## src/rtl/corescore_arb_pkg.sv

```systemverilog
// Shared types and helpers for the packet-granular stream arbiter.
package corescore_arb_pkg;

  typedef enum logic {
    IDLE   = 1'b0,
    STREAM = 1'b1
  } arb_state_e;

  // Index width that never collapses to zero bits.
  function automatic int unsigned idx_width(input int unsigned n);
    return (n > 1) ? $clog2(n) : 1;
  endfunction

endpackage

```

## src/rtl/corescore_rr_picker.sv

```systemverilog
// Combinational round-robin picker: first requester after ptr, modulo NUM_SOURCES.
module corescore_rr_picker
  import corescore_arb_pkg::*;
#(
  parameter int unsigned NUM_SOURCES = 4,
  parameter int unsigned IDX_W       = idx_width(NUM_SOURCES)
) (
  input  logic [NUM_SOURCES-1:0] req,
  input  logic [IDX_W-1:0]       ptr,
  output logic [NUM_SOURCES-1:0] pick_oh_c,
  output logic [IDX_W-1:0]       pick_idx_c,
  output logic                   any_req_c
);

  int unsigned dist_c;
  int unsigned best_c;

  // Distance of source j from ptr+1 in rotation order; smallest requesting distance wins.
  always_comb begin
    dist_c     = 0;
    best_c     = NUM_SOURCES;
    pick_idx_c = '0;
    pick_oh_c  = '0;
    any_req_c  = |req;
    for (int unsigned j = 0; j < NUM_SOURCES; j++) begin
      dist_c = (j + 2 * NUM_SOURCES - 32'(ptr) - 1) % NUM_SOURCES;
      if (req[j] && (dist_c < best_c)) begin
        best_c     = dist_c;
        pick_idx_c = IDX_W'(j);
      end
    end
    for (int unsigned j = 0; j < NUM_SOURCES; j++) begin
      pick_oh_c[j] = any_req_c && (pick_idx_c == IDX_W'(j));
    end
  end

endmodule

```

## src/rtl/corescore_stream_arbiter.sv

```systemverilog
// Packet-granular round-robin arbiter sharing one AXI-stream sink among NUM_SOURCES
// producers, with a registered output slice in front of the sink.
module corescore_stream_arbiter
  import corescore_arb_pkg::*;
#(
  parameter int unsigned NUM_SOURCES = 4,
  parameter int unsigned DATA_WIDTH  = 8,
  parameter int unsigned IDX_W       = idx_width(NUM_SOURCES)
) (
  input  logic                              i_clk,
  input  logic                              i_rst,
  input  logic [NUM_SOURCES*DATA_WIDTH-1:0] i_tdata,
  input  logic [NUM_SOURCES-1:0]            i_tlast,
  input  logic [NUM_SOURCES-1:0]            i_tvalid,
  output logic [NUM_SOURCES-1:0]            o_tready,
  output logic [DATA_WIDTH-1:0]             o_tdata,
  output logic                              o_tlast,
  output logic                              o_tvalid,
  input  logic                              i_tready,
  output logic [IDX_W-1:0]                  o_grant,
  output logic                              o_busy
);

  arb_state_e             state_q, state_d;
  logic [IDX_W-1:0]       grant_q, grant_d;
  logic [NUM_SOURCES-1:0] grant_oh_q, grant_oh_d;
  logic                   tvalid_q, tvalid_d;
  logic                   tlast_q, tlast_d;
  logic [DATA_WIDTH-1:0]  tdata_q, tdata_d;

  logic [NUM_SOURCES-1:0] pick_oh_c;
  logic [IDX_W-1:0]       pick_idx_c;
  logic                   any_req_c;
  logic                   slice_free_c;
  logic                   sel_valid_c;
  logic                   sel_last_c;
  logic [DATA_WIDTH-1:0]  sel_data_c;

  // The current grant doubles as the round-robin pointer.
  corescore_rr_picker #(
    .NUM_SOURCES(NUM_SOURCES),
    .IDX_W      (IDX_W)
  ) u_picker (
    .req       (i_tvalid),
    .ptr       (grant_q),
    .pick_oh_c (pick_oh_c),
    .pick_idx_c(pick_idx_c),
    .any_req_c (any_req_c)
  );

  always_comb begin
    slice_free_c = ~tvalid_q | i_tready;
    sel_valid_c  = 1'b0;
    sel_last_c   = 1'b0;
    sel_data_c   = '0;
    for (int unsigned k = 0; k < NUM_SOURCES; k++) begin
      if (grant_oh_q[k]) begin
        sel_valid_c = i_tvalid[k];
        sel_last_c  = i_tlast[k];
        sel_data_c  = i_tdata[k*DATA_WIDTH +: DATA_WIDTH];
      end
    end
  end

  // Next-state, grant and output-slice update.
  always_comb begin
    state_d    = state_q;
    grant_d    = grant_q;
    grant_oh_d = grant_oh_q;
    tvalid_d   = tvalid_q;
    tlast_d    = tlast_q;
    tdata_d    = tdata_q;
    o_tready   = '0;

    if (tvalid_q && i_tready) begin
      tvalid_d = 1'b0;
    end

    case (state_q)
      IDLE: begin
        if (any_req_c) begin
          state_d    = STREAM;
          grant_d    = pick_idx_c;
          grant_oh_d = pick_oh_c;
        end
      end
      STREAM: begin
        o_tready = grant_oh_q & {NUM_SOURCES{slice_free_c}};
        if (sel_valid_c && slice_free_c) begin
          tvalid_d = 1'b1;
          tlast_d  = sel_last_c;
          tdata_d  = sel_data_c;
          if (sel_last_c) begin
            state_d = IDLE;
          end
        end
      end
    endcase
  end

  always_ff @(posedge i_clk) begin
    if (i_rst) begin
      state_q                 <= IDLE;
      grant_q                 <= IDX_W'(NUM_SOURCES - 1);
      grant_oh_q              <= '0;
      grant_oh_q[NUM_SOURCES-1] <= 1'b1;
      tvalid_q                <= 1'b0;
      tlast_q                 <= 1'b0;
      tdata_q                 <= '0;
    end else begin
      state_q    <= state_d;
      grant_q    <= grant_d;
      grant_oh_q <= grant_oh_d;
      tvalid_q   <= tvalid_d;
      tlast_q    <= tlast_d;
      tdata_q    <= tdata_d;
    end
  end

  assign o_tdata  = tdata_q;
  assign o_tlast  = tlast_q;
  assign o_tvalid = tvalid_q;
  assign o_grant  = grant_q;
  assign o_busy   = (state_q == STREAM);

endmodule
```

## config.mk

```make
export PLATFORM = sky130hd
export DESIGN_NAME = corescore_stream_arbiter
export DESIGN_NICKNAME = d
export VERILOG_FILES = /design/src/rtl/corescore_arb_pkg.sv /design/src/rtl/corescore_rr_picker.sv /design/src/rtl/corescore_stream_arbiter.sv
export SDC_FILE = /design/constraint.sdc
export NUM_CORES = 1
export LEC_CHECK = 0
export CORE_ASPECT_RATIO = 1.5
export CORE_MARGIN = 4
export CORE_UTILIZATION = 45
export DETAILED_ROUTE_END_ITERATION = 8
export GPL_TIMING_DRIVEN = 0
export PLACE_DENSITY_LB_ADDON = 0.08
export SYNTH_ARGS = -nofsm -noshare
export SYNTH_HDL_FRONTEND = slang
export SYNTH_SLANG_ARGS = --single-unit
```

## constraint.sdc

```tcl
create_clock -name i_clk -period 10.35 [get_ports i_clk]
set_clock_uncertainty 0.1 [all_clocks]
set_input_delay 2.5875 -clock i_clk [delete_from_list [all_inputs] [get_ports i_clk]]
set_output_delay 2.5875 -clock i_clk [all_outputs]
set_load 0.02 [all_outputs]
```

==> flow_summary.html <==
<table>
<tr><th>Metric</th><th>Value</th></tr>
<tr><th colspan="2">Clock network</th></tr>
<tr><td>Total CTS buffers</td><td>3</td></tr>
<tr><td>Cell at the root of the clock tree</td><td>sky130_fd_sc_hd__clkbuf_8</td></tr>
<tr><td>Worst-skew pair later-pin latency</td><td>250 ps</td></tr>
<tr><td>Number of H-tree branching levels</td><td>1</td></tr>
<tr><td># hold bufs at CTS</td><td>0</td></tr>
<tr><td>Clock-pin slew reported for the worst setup and hold paths after clock tree synthesis</td><td>approximately 70 ps</td></tr>
<tr><td>TritonCTS clock tree</td><td>yes</td></tr>
<tr><td>Sink count of the clock tree</td><td>17</td></tr>
<tr><td>CTS-repair resized insts</td><td>0</td></tr>
<tr><td>Maximum clock path buffer count</td><td>2</td></tr>
<tr><td>Post-CTS Setup Inserts</td><td>0</td></tr>
<tr><th colspan="2">Timing</th></tr>
<tr><td>Slew HR</td><td>around half</td></tr>
<tr><td>Worst setup slack after layout</td><td>around 3600 ps</td></tr>
<tr><td>Number of setup violations in the final report</td><td>0</td></tr>
<tr><td>RSZ-0062 raised after global routing</td><td>false</td></tr>
<tr><td>Pins over their slew limit</td><td>0</td></tr>
<tr><td>Worst Hold Margin</td><td>between 400 and 500 ps</td></tr>
<tr><td>Top achievable clock speed</td><td>about 0.15 GHz</td></tr>
<tr><td>Final setup TNS</td><td>0 ps</td></tr>
<tr><td>Number of hold-slack violations in the final timing report</td><td>0</td></tr>
<tr><td>Final clock period utilization by the worst path</td><td>between 60 and 70%</td></tr>
<tr><td>Worst-margin pin slew</td><td>about 730 ps</td></tr>
<tr><td>Clock period minus final worst setup slack</td><td>between 6000 and 7000 ps</td></tr>
<tr><th colspan="2">Min path</th></tr>
<tr><td>Worst Hold Depth</td><td>1</td></tr>
<tr><td>Hold path start</td><td>grant_oh_q[0]</td></tr>
<tr><td>Endpoint, Worst Hold</td><td>grant_oh_q[0]</td></tr>
<tr><td>Type of the most critical hold path</td><td>reg2reg</td></tr>
<tr><th colspan="2">Synth</th></tr>
<tr><td>Post-synthesis instance total</td><td>146</td></tr>
<tr><td>Combined area of all synthesized cells</td><td>1340 um^2</td></tr>
<tr><td>Share of Yosys cell area claimed by the top area cell type</td><td>approximately 25%</td></tr>
<tr><td>Synth top area cells</td><td>sky130_fd_sc_hd__dfxtp_1, sky130_fd_sc_hd__a211oi_2, sky130_fd_sc_hd__a221o_1</td></tr>
<tr><td>Dominant cell type by area after synthesis</td><td>sky130_fd_sc_hd__dfxtp_1</td></tr>
<tr><td>Sequential share of the synthesized area</td><td>roughly a quarter</td></tr>
<tr><td>Synthesized net count</td><td>191</td></tr>
<tr><td>Unique cell type count in the Yosys netlist</td><td>43</td></tr>
<tr><td>Flip-flop and latch count after synthesis</td><td>17</td></tr>
<tr><td>Ys Warns</td><td>0</td></tr>
<tr><td>Avg Inst Size Synth</td><td>9.16 um^2</td></tr>
<tr><th colspan="2">Die</th></tr>
<tr><td>Number of top-level design ports</td><td>60</td></tr>
<tr><td>Standard-cell row count</td><td>24</td></tr>
<tr><td>Initial standard-cell utilization of the core</td><td>a little under half</td></tr>
<tr><td>Height of the chip</td><td>approximately 75 um</td></tr>
<tr><td>Floorplan die area</td><td>between 3000 and 4000 um^2</td></tr>
<tr><td>Width of the die</td><td>~53 um</td></tr>
<tr><td>Core ar.</td><td>about 2900 um^2</td></tr>
<tr><th colspan="2">Layout</th></tr>
<tr><td>Area delta synth-&gt;final</td><td>49.8%</td></tr>
<tr><td>Final Core Density</td><td>between 60% and 70%</td></tr>
<tr><td>Finished layout cell area</td><td>between 2000 and 2500 um^2</td></tr>
<tr><td>Number of antenna cells inserted</td><td>0</td></tr>
<tr><td>Proportion of layout cells with a drive suffix above 1</td><td>between 10% and 20%</td></tr>
<tr><td>Nets</td><td>approximately 250</td></tr>
<tr><th colspan="2">Power</th></tr>
<tr><td>Leakage</td><td>between 0.7 and 0.8 nW</td></tr>
<tr><td>Power Dens Cells</td><td>between 150 and 200 nW/um^2</td></tr>
<tr><td>Max VDD drop</td><td>around 0.10 mV</td></tr>
<tr><th colspan="2">Setup path</th></tr>
<tr><td>Crit Reg-Reg Endpoint</td><td>grant_oh_q[1]</td></tr>
<tr><td>Crit Path Max Fanout</td><td>5</td></tr>
<tr><td>Depth of the worst register-to-register path</td><td>12</td></tr>
<tr><td>Worst flop-to-flop path startpoint</td><td>o_grant[1]</td></tr>
<tr><td>CP arrival</td><td>roughly 4000 ps</td></tr>
<tr><td>Crit Path Class</td><td>in2out</td></tr>
<tr><td>Required time of the critical path</td><td>roughly 7700 ps</td></tr>
<tr><td>Crit path launch type</td><td>input port</td></tr>
<tr><td>Slack of the worst reg-to-reg path</td><td>about 6900 ps</td></tr>
<tr><td>Category of the worst setup path capture point</td><td>output pin</td></tr>
<tr><th colspan="2">Routing</th></tr>
<tr><td>Routed wl met3</td><td>between 200 and 250 um</td></tr>
<tr><td>Routed length on met1</td><td>~1.7 mm</td></tr>
<tr><td>Pre-Repair DR Iteration Count</td><td>4</td></tr>
<tr><td>Detailed route wirelength on metal2</td><td>roughly 2.6 mm</td></tr>
<tr><td>Sum of routed wire length over all layers</td><td>between 4 and 5 mm</td></tr>
<tr><td>Detail-routed via count per cell</td><td>roughly 6</td></tr>
<tr><td>Number of DRC markers after the initial detailed-route iteration</td><td>52</td></tr>
<tr><td>Number of nets with antenna violations after detailed routing</td><td>0</td></tr>
<tr><td>Count of unresolved DRC violations after routing</td><td>0</td></tr>
<tr><td>Detailed-route wire length per cell</td><td>approximately 18 um</td></tr>
<tr><td>Via count</td><td>around 1,500</td></tr>
<tr><td>Highest Signal Layer</td><td>met4</td></tr>
<tr><th colspan="2">Status</th></tr>
<tr><td>Outcome</td><td>finished, final reports clean</td></tr>
<tr><th colspan="2">GRT</th></tr>
<tr><td>Total gr overflow</td><td>0</td></tr>
<tr><td>GRT Util Overall</td><td>between 20% and 30%</td></tr>
<tr><td>Largest net degree at the start of global routing</td><td>12</td></tr>
<tr><td>Initial antenna violation count</td><td>0</td></tr>
<tr><td>Vias in the first global route</td><td>1,542</td></tr>
<tr><td>Global-route wire length before repair</td><td>between 7 and 8 mm</td></tr>
<tr><th colspan="2">Flow run</th></tr>
<tr><td>Number of maximum-capacitance violations</td><td>0</td></tr>
<tr><th colspan="2">Placed design</th></tr>
<tr><td>Post-placement setup slack</td><td>~3700 ps</td></tr>
<tr><td>DP HPWL</td><td>around 3.5 mm</td></tr>
<tr><td>Placer's final routability congestion estimate</td><td>0.907</td></tr>
<tr><td>Post-place instance area</td><td>a little under 2000 um^2</td></tr>
<tr><td>Port-buffer cells</td><td>57</td></tr>
</table>
## per-stage QoR
step	instances	total power, mW
floorplan	146	0.193
global placement	242	0.245
finish	246	0.303
detailed placement	242	0.251
global route	246	0.319
CTS	246	0.301
## critical path, stage by stage
cell,delay [ps]
sky130_fd_sc_hd__clkdlybuf4s50_1,470
sky130_fd_sc_hd__nand2b_1,170
sky130_fd_sc_hd__and3_1,180
sky130_fd_sc_hd__clkdlybuf4s50_1,600
## cell usage in the layout, fill, tap and decap left out, types with 2 or more instances in the layout
cell type and count:
sky130_fd_sc_hd__clkdlybuf4s50_1 57, sky130_fd_sc_hd__a211oi_2 18, sky130_fd_sc_hd__dfxtp_1 17, sky130_fd_sc_hd__a21oi_1 15, sky130_fd_sc_hd__inv_1 10, sky130_fd_sc_hd__a221o_1 10
sky130_fd_sc_hd__a22oi_1 9, sky130_fd_sc_hd__clkbuf_1 6, sky130_fd_sc_hd__nor2b_1 5, sky130_fd_sc_hd__nand2b_1 4, sky130_fd_sc_hd__and3_1 4, sky130_fd_sc_hd__nor2_1 4
sky130_fd_sc_hd__buf_6 3, sky130_fd_sc_hd__buf_4 3, sky130_fd_sc_hd__nand2_1 3, sky130_fd_sc_hd__clkbuf_8 3, sky130_fd_sc_hd__buf_2 2, sky130_fd_sc_hd__mux2_2 2
sky130_fd_sc_hd__inv_2 2, sky130_fd_sc_hd__nor3_1 2, sky130_fd_sc_hd__o21ai_0 2, sky130_fd_sc_hd__ha_1 2
## where the power goes
| group | total, mW | internal [mW] | switching (mW) | leakage, nW |
|---|---|---|---|---|
| clock | 0.0513 | 0.0267 | 0.0246 | 0.0255 |
| combinational | 0.166 | 0.0806 | 0.0853 | 0.593 |
| sequential | 0.0857 | 0.0755 | 0.0102 | 0.140 |
| total | 0.303 | 0.183 | 0.120 | 0.759 |
## layout make-up
cell class                      count  area [um^2]
Buffer                             14         88.8
Fill cell                         250          880
Clock inverter                      1         5.00
Timing Repair Buffer               57          571
Tap cell                           39         48.8
Clock buffer                        3         41.3
Multi-Input combinational cell    103          863
Sequential cell                    17          340
Inverter                           12         45.0
## state kept, by name (all words and copies together) (netlist names)
| register | flops |
|---|---|
| o_tlast | 1 |
| grant_oh_q | 4 |
| o_tdata | 8 |
| o_tvalid | 1 |
| o_grant | 2 |
| o_busy | 1 |
## cell usage after synthesis
library cell                 n
sky130_fd_sc_hd__nor4_1      1
sky130_fd_sc_hd__a2bb2oi_1   1
sky130_fd_sc_hd__a2111oi_4   1
sky130_fd_sc_hd__a221o_1    10
sky130_fd_sc_hd__a21oi_4     1
sky130_fd_sc_hd__a221oi_1    1
sky130_fd_sc_hd__xnor2_1     1
sky130_fd_sc_hd__nand2b_1    4
sky130_fd_sc_hd__nor4b_2     1
sky130_fd_sc_hd__inv_1      10
sky130_fd_sc_hd__o21bai_1    1
sky130_fd_sc_hd__buf_2       2
sky130_fd_sc_hd__mux2_2      2
sky130_fd_sc_hd__o32a_1      1
sky130_fd_sc_hd__nor3_1      2
sky130_fd_sc_hd__nand3_1     1
sky130_fd_sc_hd__or3b_4      1
sky130_fd_sc_hd__o21ai_0     2
sky130_fd_sc_hd__nand2_1     3
sky130_fd_sc_hd__buf_4       3
sky130_fd_sc_hd__nor4b_1     1
sky130_fd_sc_hd__o21a_1      1
sky130_fd_sc_hd__buf_6       3
sky130_fd_sc_hd__ha_1        2
sky130_fd_sc_hd__o22ai_1     1
sky130_fd_sc_hd__nor2_1      4
sky130_fd_sc_hd__o22a_1      1
sky130_fd_sc_hd__and3_1      4
sky130_fd_sc_hd__a21boi_1    1
sky130_fd_sc_hd__a21oi_1    15
sky130_fd_sc_hd__a22oi_1     9
sky130_fd_sc_hd__dfxtp_1    17
sky130_fd_sc_hd__a211oi_2   18
sky130_fd_sc_hd__a21o_1      1
sky130_fd_sc_hd__nand3b_1    1
sky130_fd_sc_hd__inv_2       2
sky130_fd_sc_hd__o211a_1     1
sky130_fd_sc_hd__or2_1       1
sky130_fd_sc_hd__o221ai_1    1
sky130_fd_sc_hd__o31ai_1     1
sky130_fd_sc_hd__clkbuf_1    6
sky130_fd_sc_hd__a2111oi_0   1
sky130_fd_sc_hd__nor2b_1     5
## worst max-delay path by stage
stage / start / end / slack, ps
after detailed placement: i_tready / o_tready[0] / 3650
after global routing: i_tready / o_tready[0] / 3610
after global placement: i_tready / o_tready[0] / 3660
after floorplan: i_tready / o_tready[0] / 4660
after CTS: i_tready / o_tready[0] / 3650
final: i_tready / o_tready[0] / 3650
## metal layers
metal | track usage, % | vias up
met1 | 24.0 | 724
met5 | 0 | -
met4 | 8.81 | 0
met3 | 4.55 | 10
met2 | 46.8 | 58
li1 | - | 689
## logic make-up (layout without fill, tap and decap cells)
| kind of cell | after synthesis | in the layout | synth area share (%) |
|---|---|---|---|
| AO/OA/AOI/OAI | 69 | 69 | 47.1 |
| XOR/XNOR | 1 | 1 | 0.655 |
| adder cells (fa/ha/maj) | 2 | 2 | 1.87 |
| buffers and inverters | 26 | 87 | 10.0 |
| flip-flops | 17 | 17 | 25.4 |
| multiplexers | 2 | 2 | 1.68 |
| AND/OR/NAND/NOR | 29 | 29 | 13.3 |
(Power assumes the default switching activity.)
